===== src/rtl/wishbone_pkg.sv =====
// Shared types for the Wishbone classic single-transfer controller.
//   wb_status_t     : completion status reported on rsp_status_o
//   wb_ctrl_state_t : controller FSM state encoding
package wishbone_pkg;

  typedef enum logic [1:0] {
    WB_OK      = 2'd0,
    WB_ERR     = 2'd1,
    WB_RTY     = 2'd2,
    WB_TIMEOUT = 2'd3
  } wb_status_t;

  typedef enum logic [1:0] {
    ST_IDLE    = 2'd0,
    ST_REQ     = 2'd1,
    ST_BACKOFF = 2'd2,
    ST_RESP    = 2'd3
  } wb_ctrl_state_t;

endpackage


===== src/rtl/wishbone_classic_timeout.sv =====
// Response wait counter for the Wishbone classic controller.
// Only instantiated when WB_CTRL_TIMEOUT_EN is defined.
//   clk_i     : clock
//   rst_i     : synchronous active-high reset
//   clr_i     : clear the count (held while the request phase is inactive)
//   en_i      : count one request cycle that saw no response
//   expired_o : this is the TIMEOUT_CYCLES-th request cycle without response
module wishbone_classic_timeout
  import wishbone_pkg::*;
#(
  parameter int TIMEOUT_CYCLES = 16
) (
  input  logic clk_i,
  input  logic rst_i,
  input  logic clr_i,
  input  logic en_i,
  output logic expired_o
);

  localparam int CntW = (TIMEOUT_CYCLES < 2) ? 1 : $clog2(TIMEOUT_CYCLES);
  localparam logic [CntW-1:0] LastCnt = CntW'(TIMEOUT_CYCLES - 1);

  logic [CntW-1:0] cnt_q, cnt_d;

  always_comb begin
    cnt_d = cnt_q;
    if (clr_i) begin
      cnt_d = '0;
    end else if (en_i && (cnt_q != LastCnt)) begin
      cnt_d = cnt_q + CntW'(1);
    end
  end

  always_ff @(posedge clk_i) begin
    if (rst_i) begin
      cnt_q <= '0;
    end else begin
      cnt_q <= cnt_d;
    end
  end

  // cnt_q holds the number of silent request cycles already seen, so the
  // current silent cycle is the last one allowed when it equals LastCnt.
  assign expired_o = en_i && (cnt_q == LastCnt);

endmodule


===== src/rtl/wishbone_classic_ctrl.sv =====
// Wishbone classic single-transfer master controller.
// Accepts one command at a time, runs it on the bus, retries on rty_i up to
// MAX_RETRY times (one idle cycle between attempts) and reports a one-cycle
// completion pulse with status and read data.
// Optional feature: define WB_CTRL_TIMEOUT_EN to abort a request that gets no
// response within TIMEOUT_CYCLES request cycles (status TIMEOUT).
// Ports:
//   clk_i, rst_i                 : clock, synchronous active-high reset
//   cmd_valid_i / cmd_ready_o    : command handshake
//   cmd_we_i, cmd_adr_i, cmd_dat_i, cmd_sel_i : command fields
//   rsp_valid_o, rsp_dat_o, rsp_status_o      : completion (wb_status_t)
//   wb_cyc_o, wb_stb_o, wb_we_o, wb_adr_o, wb_dat_o, wb_sel_o : bus request
//   wb_dat_i, wb_ack_i, wb_err_i, wb_rty_i    : bus response
module wishbone_classic_ctrl
  import wishbone_pkg::*;
#(
  parameter int ADDR_WIDTH     = 32,
  parameter int DATA_WIDTH     = 32,
  parameter int MAX_RETRY      = 3,
  parameter int TIMEOUT_CYCLES = 16,
  localparam int SEL_WIDTH     = DATA_WIDTH / 8
) (
  input  logic                  clk_i,
  input  logic                  rst_i,
  input  logic                  cmd_valid_i,
  output logic                  cmd_ready_o,
  input  logic                  cmd_we_i,
  input  logic [ADDR_WIDTH-1:0] cmd_adr_i,
  input  logic [DATA_WIDTH-1:0] cmd_dat_i,
  input  logic [SEL_WIDTH-1:0]  cmd_sel_i,
  output logic                  rsp_valid_o,
  output logic [DATA_WIDTH-1:0] rsp_dat_o,
  output logic [1:0]            rsp_status_o,
  output logic                  wb_cyc_o,
  output logic                  wb_stb_o,
  output logic                  wb_we_o,
  output logic [ADDR_WIDTH-1:0] wb_adr_o,
  output logic [DATA_WIDTH-1:0] wb_dat_o,
  output logic [SEL_WIDTH-1:0]  wb_sel_o,
  input  logic [DATA_WIDTH-1:0] wb_dat_i,
  input  logic                  wb_ack_i,
  input  logic                  wb_err_i,
  input  logic                  wb_rty_i
);

  localparam int RtyW = (MAX_RETRY < 1) ? 1 : $clog2(MAX_RETRY + 1);
  localparam logic [RtyW-1:0] MaxRetry = RtyW'(MAX_RETRY);

  wb_ctrl_state_t state_q, state_d;
  wb_status_t     rsp_status_q, rsp_status_d;

  logic [RtyW-1:0]       retry_q, retry_d;
  logic [DATA_WIDTH-1:0] rsp_dat_q, rsp_dat_d;
  logic                  we_q;
  logic [ADDR_WIDTH-1:0] adr_q;
  logic [DATA_WIDTH-1:0] dat_q;
  logic [SEL_WIDTH-1:0]  sel_q;

  logic accept;
  logic any_rsp;
  logic timeout_hit;

  assign accept  = cmd_valid_i && (state_q == ST_IDLE);
  assign any_rsp = wb_ack_i || wb_err_i || wb_rty_i;

`ifdef WB_CTRL_TIMEOUT_EN
  // Counter is held clear outside REQ, so every entry into REQ (first
  // attempt or after a backoff) starts a fresh wait window.
  wishbone_classic_timeout #(
    .TIMEOUT_CYCLES(TIMEOUT_CYCLES)
  ) u_timeout (
    .clk_i     (clk_i),
    .rst_i     (rst_i),
    .clr_i     (state_q != ST_REQ),
    .en_i      ((state_q == ST_REQ) && !any_rsp),
    .expired_o (timeout_hit)
  );
`else
  assign timeout_hit = 1'b0;
`endif

  always_comb begin
    state_d      = state_q;
    retry_d      = retry_q;
    rsp_dat_d    = rsp_dat_q;
    rsp_status_d = rsp_status_q;
    case (state_q)
      ST_IDLE: begin
        if (cmd_valid_i) begin
          state_d = ST_REQ;
          retry_d = '0;
        end
      end
      ST_REQ: begin
        // err wins over ack, ack wins over rty
        if (wb_err_i) begin
          rsp_status_d = WB_ERR;
          rsp_dat_d    = '0;
          state_d      = ST_RESP;
        end else if (wb_ack_i) begin
          rsp_status_d = WB_OK;
          rsp_dat_d    = we_q ? '0 : wb_dat_i;
          state_d      = ST_RESP;
        end else if (wb_rty_i) begin
          if (retry_q < MaxRetry) begin
            retry_d = retry_q + RtyW'(1);
            state_d = ST_BACKOFF;
          end else begin
            rsp_status_d = WB_RTY;
            rsp_dat_d    = '0;
            state_d      = ST_RESP;
          end
        end else if (timeout_hit) begin
          rsp_status_d = WB_TIMEOUT;
          rsp_dat_d    = '0;
          state_d      = ST_RESP;
        end
      end
      ST_BACKOFF: state_d = ST_REQ;
      ST_RESP:    state_d = ST_IDLE;
      default:    state_d = ST_IDLE;
    endcase
  end

  always_ff @(posedge clk_i) begin
    if (rst_i) begin
      state_q      <= ST_IDLE;
      retry_q      <= '0;
      rsp_dat_q    <= '0;
      rsp_status_q <= WB_OK;
      we_q         <= 1'b0;
      adr_q        <= '0;
      dat_q        <= '0;
      sel_q        <= '0;
    end else begin
      state_q      <= state_d;
      retry_q      <= retry_d;
      rsp_dat_q    <= rsp_dat_d;
      rsp_status_q <= rsp_status_d;
      if (accept) begin
        we_q  <= cmd_we_i;
        adr_q <= cmd_adr_i;
        dat_q <= cmd_dat_i;
        sel_q <= cmd_sel_i;
      end
    end
  end

  // Handshake and strobes are forced low while reset is asserted so that an
  // aborted transfer drops off the bus and no stale pulse escapes.
  assign cmd_ready_o  = (state_q == ST_IDLE) && !rst_i;
  assign wb_cyc_o     = (state_q == ST_REQ) && !rst_i;
  assign wb_stb_o     = (state_q == ST_REQ) && !rst_i;
  assign rsp_valid_o  = (state_q == ST_RESP) && !rst_i;

  assign wb_we_o      = we_q;
  assign wb_adr_o     = adr_q;
  assign wb_dat_o     = dat_q;
  assign wb_sel_o     = sel_q;
  assign rsp_dat_o    = rsp_dat_q;
  assign rsp_status_o = rsp_status_q;

endmodule

===== config.mk =====
export PLATFORM = sky130hd
export DESIGN_NAME = wishbone_classic_ctrl
export DESIGN_NICKNAME = d
export VERILOG_FILES = /design/src/rtl/wishbone_pkg.sv /design/src/rtl/wishbone_classic_timeout.sv /design/src/rtl/wishbone_classic_ctrl.sv
export SDC_FILE = /design/constraint.sdc
export NUM_CORES = 1
export LEC_CHECK = 0
export CELL_PAD_IN_SITES_DETAIL_PLACEMENT = 0
export CELL_PAD_IN_SITES_GLOBAL_PLACEMENT = 1
export CORE_ASPECT_RATIO = 0.9
export CORE_MARGIN = 2
export CORE_UTILIZATION = 24
export CTS_CLUSTER_DIAMETER = 60
export DETAILED_ROUTE_END_ITERATION = 10
export PLACE_DENSITY = 0.87
export SKIP_LAST_GASP = 1
export SYNTH_ARGS = -nofsm -noshare
export SYNTH_HDL_FRONTEND = slang
export SYNTH_SLANG_ARGS = --single-unit

===== constraint.sdc =====
create_clock -name clk_i -period 1.5 [get_ports clk_i]
set_input_delay 0.3 -clock clk_i [delete_from_list [all_inputs] [get_ports clk_i]]
set_output_delay 0.3 -clock clk_i [all_outputs]
set_load 0.05 [all_outputs]

==> results of run 1 <==
[critical path, cell delays in order, from the launching register on]
cell,delay [ns]
dfxtp_4,0.37
nand2b_4,0.16
nor2_4,0.12
buf_6,0.12
buf_12,0.12
[registers in the layout, indices dropped and copies added (netlist names)]
register      cells
rsp_dat_o        32
wb_adr_o         32
wb_dat_o         32
wb_sel_o          4
retry_q           2
rsp_status_o      2
state_q           2
wb_we_o           1
[what timing repair did]
| action | in CTS | in global routing |
|---|---|---|
| hold endpoints to repair | 0 | 0 |
| setup endpoints to repair | 5 | 86 |
| resized for setup | 13 | 14 |
| pin swaps | 1 | 3 |
| setup buffers | 4 | 5 |
| cloned | 0 | 5 |
[through the flow]
step / util (%) / power [mW] / setup TNS, ns / std cells / area (sq um)
2_1_floorplan: - / 4.099 / -0.2132 / 473 / 3968
3_3_place_gp: 46.20 / 5.224 / -27.36 / 882 / 7452
3_5_place_dp: 46.20 / 5.239 / -29.15 / 882 / 7452
4_1_cts: 48.74 / 7.944 / -0.1885 / 902 / 7861
5_1_grt: 49.90 / 8.211 / -0.2658 / 910 / 8049
6_report: 49.90 / 7.881 / -0.05696 / 910 / 8049
[synth_stat cells (all sizes together) (2+ instances only)]
master     n
o2111ai    2
a21oi     70
buf       18
mux2i     32
nand2    203
dfxtp    107
o21ai      2
o41ai      2
nor2       6
clkbuf    16
[power breakdown]
part,leakage [nW],switching [mW],internal [mW]
clock network,0.167,1.07,1.56
registers,0.876,0.156,2.99
logic,2.03,1.03,1.07
[cells by family (layout without fill, tap and decap cells)]
family / Yosys count / count (layout) / synth area share (%)
AO/OA/AOI/OAI: 80 / 80 / 10.77
adder cells (fa/ha/maj): 1 / 1 / 0.3159
buffers and inverters: 36 / 266 / 4.644
flip-flops: 107 / 107 / 54.09
multiplexers: 32 / 32 / 8.089
AND/OR/NAND/NOR: 217 / 217 / 22.09
[final cells by class]
| class | instances | area, sq um |
|---|---|---|
| sequential | 107 | 2155 |
| tap | 207 | 259.0 |
| clock buffer | 11 | 252.7 |
| clock inverter | 5 | 82.58 |
| timing repair buffer | 248 | 3595 |
| fill | 1452 | 8082 |
| inverter | 2 | 7.507 |
| multi-input combinational | 330 | 1698 |
[worst max path at each step]
stage                     start          to  slack, ns  cells past startpoint
floorplan            state_q[1]    wb_stb_o      -0.21                      4
CTS                  state_q[1]    wb_cyc_o      -0.03                      4
global placement    cmd_valid_i  retry_q[1]      -0.34                      5
detailed placement  cmd_valid_i  retry_q[1]      -0.35                      5
global route         state_q[1]    wb_cyc_o      -0.08                      4
finish               state_q[1]    wb_cyc_o      -0.03                      4
[per-layer routing]
metal	vias up	wire length, um
li1	1978	-
met1	1814	5066
met2	148	6298
met3	14	1278
met4	0	226
met5	-	0
==> summary.txt, run 1 <==
Route
  • Initial detailed-routing violation count: 148
  • Routed Antenna Nets: 0
  • Final WL: 12870 um
  • DR pass1 iterations: 4
  • Vias per Instance: 4.345
  • Residual DRC count: 0
  • Via count: 3954
  • Wirelength per Cell: 14.14 um

Worst setup path
  • Reg-to-reg startpoint: retry_q[0]
  • Crit Reg-Reg Endpoint: retry_q[1]
  • FF-to-FF path depth: 4
  • Crit path required time: 1.20 ns
  • Max Fanout on Critical Path: 5
  • Crit path launch type: flip-flop
  • Crit Path Category: reg2out
  • Crit path DAT: 1.23 ns
  • Worst Setup End Kind: primary output
  • R2R Setup Slk: 0.02 ns

Clock network
  • Worst-Skew Late Latency: 0.34 ns
  • CTS tree: done
  • Post-CTS Hold Buffers: 0
  • H-tree levels: 3
  • Reg clk slew, reported paths: 0.07 ns
  • Sink Count: 107
  • Clock buffer depth: 2
  • CTS root buf: clkbuf_16
  • CTS Buf Count: 9

Run status
  • Status: finished with violations
  • Failing checks: negative setup slack

Finish
  • Fin nets: 806
  • Area delta synth->final: 103.3%
  • ANT cells: 0
  • Leading cell types in the layout, fill and taps excluded: 203 x nand2_1, 109 x buf_12, 103 x clkdlybuf4s50_1, 103 x dfxtp_1, 70 x a21oi_1
  • Fraction of layout cells with a size suffix above 1: 25.04%
  • Commonest non-fill, non-tap cell in the layout: nand2_1

Timing
  • Final hold vios: 0
  • Setup violators final: 3
  • Slew @ Worst Pin: 0.5718 ns
  • Slew Limit Headroom: 61.88%
  • Hold Slack: 0.3411 ns
  • Max Clock Skew: 0.008078 ns
  • Tmin final: 1.531 ns
  • Max Fclk: 653.2 MHz
  • PnR worst setup slack: -0.03096 ns
  • Max Slew Vio Count: 0
  • RSZ-0062 raised after global routing: true
  • Fin crit share: 102.1%

Logic synthesis
  • Synth Flop Type: dfxtp_1
  • Seq cells post-synth: 107
  • Syn nets: 581
  • Cell variety after synth: 28
  • Cell taking the most area after synthesis: dfxtp_1
  • Netlist Area Pre-Place: 3960 sq um
  • Post-synthesis sequential area ratio: 54.09%
  • Synth async-reset ratio: 0%
  • Ys Warns: 0
  • Main area contributors after synthesis: dfxtp_1 54%, nand2_1 19%, a21oi_1 8.8%
  • Number of enable flip-flop cells after synthesis: 0
  • Post-synth top area share: 54.09%
  • Syn Inst Count: 473
  • Avg Inst Size Synth: 8.372 sq um

Hold path
  • Worst Hold Depth: 2
  • Worst hold start: rst_i
  • Hold endpoint: rsp_status_o[0]
  • Worst hold-check path type: in2reg

GRT
  • Vias in the first global route: 3947
  • M3 GR Usage: 6.882%
  • GR Layer Usage met2: 22.87%
  • GRT Max-Usage Layer: met2
  • Met1 global-route usage: 15.95%
  • Gr ovfl total: 0
  • GRT Resource Usage Total: 13.97%
  • Antenna violations before repair: 0
  • First-pass GRT wire length: 19750 um
  • Largest net degree at the start of global routing: 56

Floorplanning
  • Die Y: 125.9 um
  • Site row count: 44
  • Core Area: 16130 sq um
  • Die area: 17540 sq um
  • Die W: 139.4 um
  • Initial Utilization: 24.55%
  • IO Pins: 214

Placement
  • Post-DP HPWL: 9028 um
  • Pre-CTS WS: -0.3463 ns
  • Port Buffers: 213
  • Gpl congestion: 0.7399

Run
  • Max-cap violations: 0

Power and ir drop
  • Highest ir drop seen on vdd: 0.0007950 V
  • Leak: 3.072 nW
  • Power per cell area: 979.1 nW/um^2
Power figures use the tool's default switching activity.
==> run 2: changes to the inputs <==
CAP_MARGIN = 25   (was default)
==> results of run 2 <==
Same layout as run 1: the final DEF is identical, and so are final timing and power.
==> run 3: changes to the inputs <==
CAP_MARGIN = default   (was 25)
CORE_UTILIZATION = 25   (was 24)
CTS_BUF_LIST = sky130_fd_sc_hd__clkbuf_8   (was default)
PLACE_DENSITY = 0.9   (was 0.87)
==> run 3 against run 2 <==
Against the previous run:
- the flow still finishes with violations (negative setup slack)
- power fell by 5.2%
- maximum frequency fell by 1.0%
- die area fell by 3.9%
- final cell count rose by 0.66%
- hold slack got worse by 0.067 ns
- critical path depth rose by 1
- non-clock buffer count rose by 11
- critical endpoint unchanged
==> summary.txt, run 3 (synthesis results as in run 1) <==
Run status
  • Status: finished with violations
  • Failing checks: negative setup slack

Clock network
  • H-tree levels: 3
  • CTS root buf: clkbuf_8
  • Worst-Skew Late Latency: 0.38 ns
  • CTS Buf Count: 9
  • Reg clk slew, reported paths: 0.09 ns
  • Sink Count: 107
  • CTS tree: done
  • Clock buffer depth: 2
  • Post-CTS Hold Buffers: 0

Timing
  • Max Clock Skew: 0.01233 ns
  • Final hold vios: 0
  • Max Slew Vio Count: 0
  • Max Fclk: 646.5 MHz
  • Tmin final: 1.547 ns
  • Setup violators final: 6
  • RSZ-0062 raised after global routing: true
  • Slew Limit Headroom: 69.22%
  • Slew @ Worst Pin: 0.4617 ns
  • PnR worst setup slack: -0.04684 ns
  • Fin crit share: 103.1%

GRT
  • First-pass GRT wire length: 19640 um
  • Gr ovfl total: 0
  • GRT Resource Usage Total: 15.00%
  • Antenna violations before repair: 0
  • Vias in the first global route: 3838
  • Largest net degree at the start of global routing: 49

Worst setup path
  • Crit path launch type: flip-flop
  • CP bufs+invs: 3
  • Worst Setup End Kind: primary output
  • Slowest cell delay on critical path: 0.37 ns
  • CP Depth: 5
  • Max Fanout on Critical Path: 3
  • Crit path DAT: 1.25 ns
  • Crit path required time: 1.20 ns
  • Crit Reg-Reg Endpoint: wb_dat_o[6]
  • FF-to-FF path depth: 8
  • Reg-to-reg startpoint: state_q[0]
  • Crit Path Category: reg2out
  • CP delay by family, top: flip-flops
  • R2R Setup Slk: -0.02 ns
  • Critical-path cell list: buf_4 -> nand2b_4 -> nor2_4 -> buf_6 -> buf_12
  • Slowest CP cell: dfxtp_4

Route
  • Residual DRC count: 0
  • DR pass1 iterations: 4
  • Highest Signal Layer: met4
  • WL met3: 1472 um
  • WL met2: 6903 um
  • Via count: 4016
  • Met1 WL: 5205 um
  • Final WL: 13660 um
  • Initial detailed-routing violation count: 90
  • Routed Antenna Nets: 0
  • Wirelength per Cell: 14.91 um
  • Vias per Instance: 4.384

Finish
  • ANT cells: 0
  • Final Cell Area: 8269 sq um
  • Fraction of layout cells with a size suffix above 1: 29.41%
  • Layout fillers: 1349
  • Fin nets: 817
  • Commonest non-fill, non-tap cell in the layout: nand2_1
  • Leading cell types in the layout, fill and taps excluded: 193 x nand2_1, 114 x buf_12, 104 x clkdlybuf4s50_1
  • Area delta synth->final: 108.8%
  • Fin cells: 916
  • Final core occ: 53.55%

Floorplanning
  • Core Area: 15440 sq um
  • IO Pins: 214
  • Die W: 136.7 um
  • Die area: 16860 sq um
  • Die Y: 123.4 um
  • Initial Utilization: 25.65%
  • Site row count: 43

Placement
  • Port Buffers: 213
  • Placed cell count: 883
  • Placed Area: 7541 sq um
  • Post-DP HPWL: 9156 um
  • Gpl congestion: 0.7196

Hold path
  • Worst hold-check path type: in2reg
  • Worst hold start: rst_i
  • Hold endpoint: rsp_status_o[0]
  • Worst Hold Depth: 2

Power and ir drop
  • Power per cell area: 903.4 nW/um^2
  • Highest ir drop seen on vdd: 0.0006113 V
  • Leak: 3.176 nW

Run
  • Max-cap violations: 0
-- run 3: cell types whose count changed in the layout (fill, tap and decap cells not counted), sizes merged --
| cell | before | now |
|---|---|---|
| buf | 139 | 146 |
| clkbuf | 15 | 18 |
| clkdlybuf4s50 | 103 | 104 |
| clkinvlp | 0 | 1 |
| dlymetal6s2s | 2 | 1 |
-- run 3: worst max-delay path by stage --
stage	startpoint	endpoint	slack [ns]
after CTS	state_q[0]	cmd_ready_o	-0.09
after global routing	state_q[0]	wb_cyc_o	-0.11
after global placement	wb_err_i	retry_q[1]	-0.33
after floorplan	state_q[1]	wb_stb_o	-0.21
after detailed placement	wb_err_i	retry_q[0]	-0.36
final	state_q[0]	wb_cyc_o	-0.05
-- run 3: cell type report --
| cell class | count | area [sq um] | share of cell area [%] |
|---|---|---|---|
| repair buffers | 259 | 3807 | 46.04 |
| flip-flops and latches | 107 | 2150 | 25.99 |
| multi-input cells | 330 | 1826 | 22.08 |
| well taps | 202 | 252.7 | 3.056 |
| clock buffers | 10 | 137.6 | 1.664 |
| clock inverters | 6 | 88.84 | 1.074 |
| inverters | 2 | 7.507 | 0.09079 |
-- run 3: where the power goes --
part / internal [mW] / switching, mW / total (mW)
Clock: 0.989 / 0.999 / 1.99
Combinational: 1.21 / 1.12 / 2.33
Sequential: 2.99 / 0.156 / 3.15
Total: 5.20 / 2.27 / 7.47
-- run 3: layer usage --
layer | up-vias | GRT usage, %
li1 | 2003 | -
met1 | 1861 | 16.95
met2 | 147 | 25.12
met3 | 5 | 7.995
met4 | 0 | 3.190
met5 | - | 0
-- run 3: timing repair --
item / CTS / global route
setup endpoints to repair: 6 / 42
pin swaps: 2 / 23
setup buffers: 4 / 6
gates cloned: 1 / 8
resized for setup: 11 / 52
-- run 3: through the flow --
stage          hold slack (ns)  setup TNS (ns)  total power, mW  setup WS, ns
2_1_floorplan           0.4011         -0.2132            4.099       -0.2132
3_3_place_gp            0.4699          -26.76            5.286       -0.3329
5_1_grt                 0.2799          -2.305            7.818       -0.1090
3_5_place_dp            0.4832          -29.35            5.302       -0.3610
6_report                0.2742         -0.1668            7.470      -0.04684
4_1_cts                 0.2533         -0.6939            7.385      -0.09132
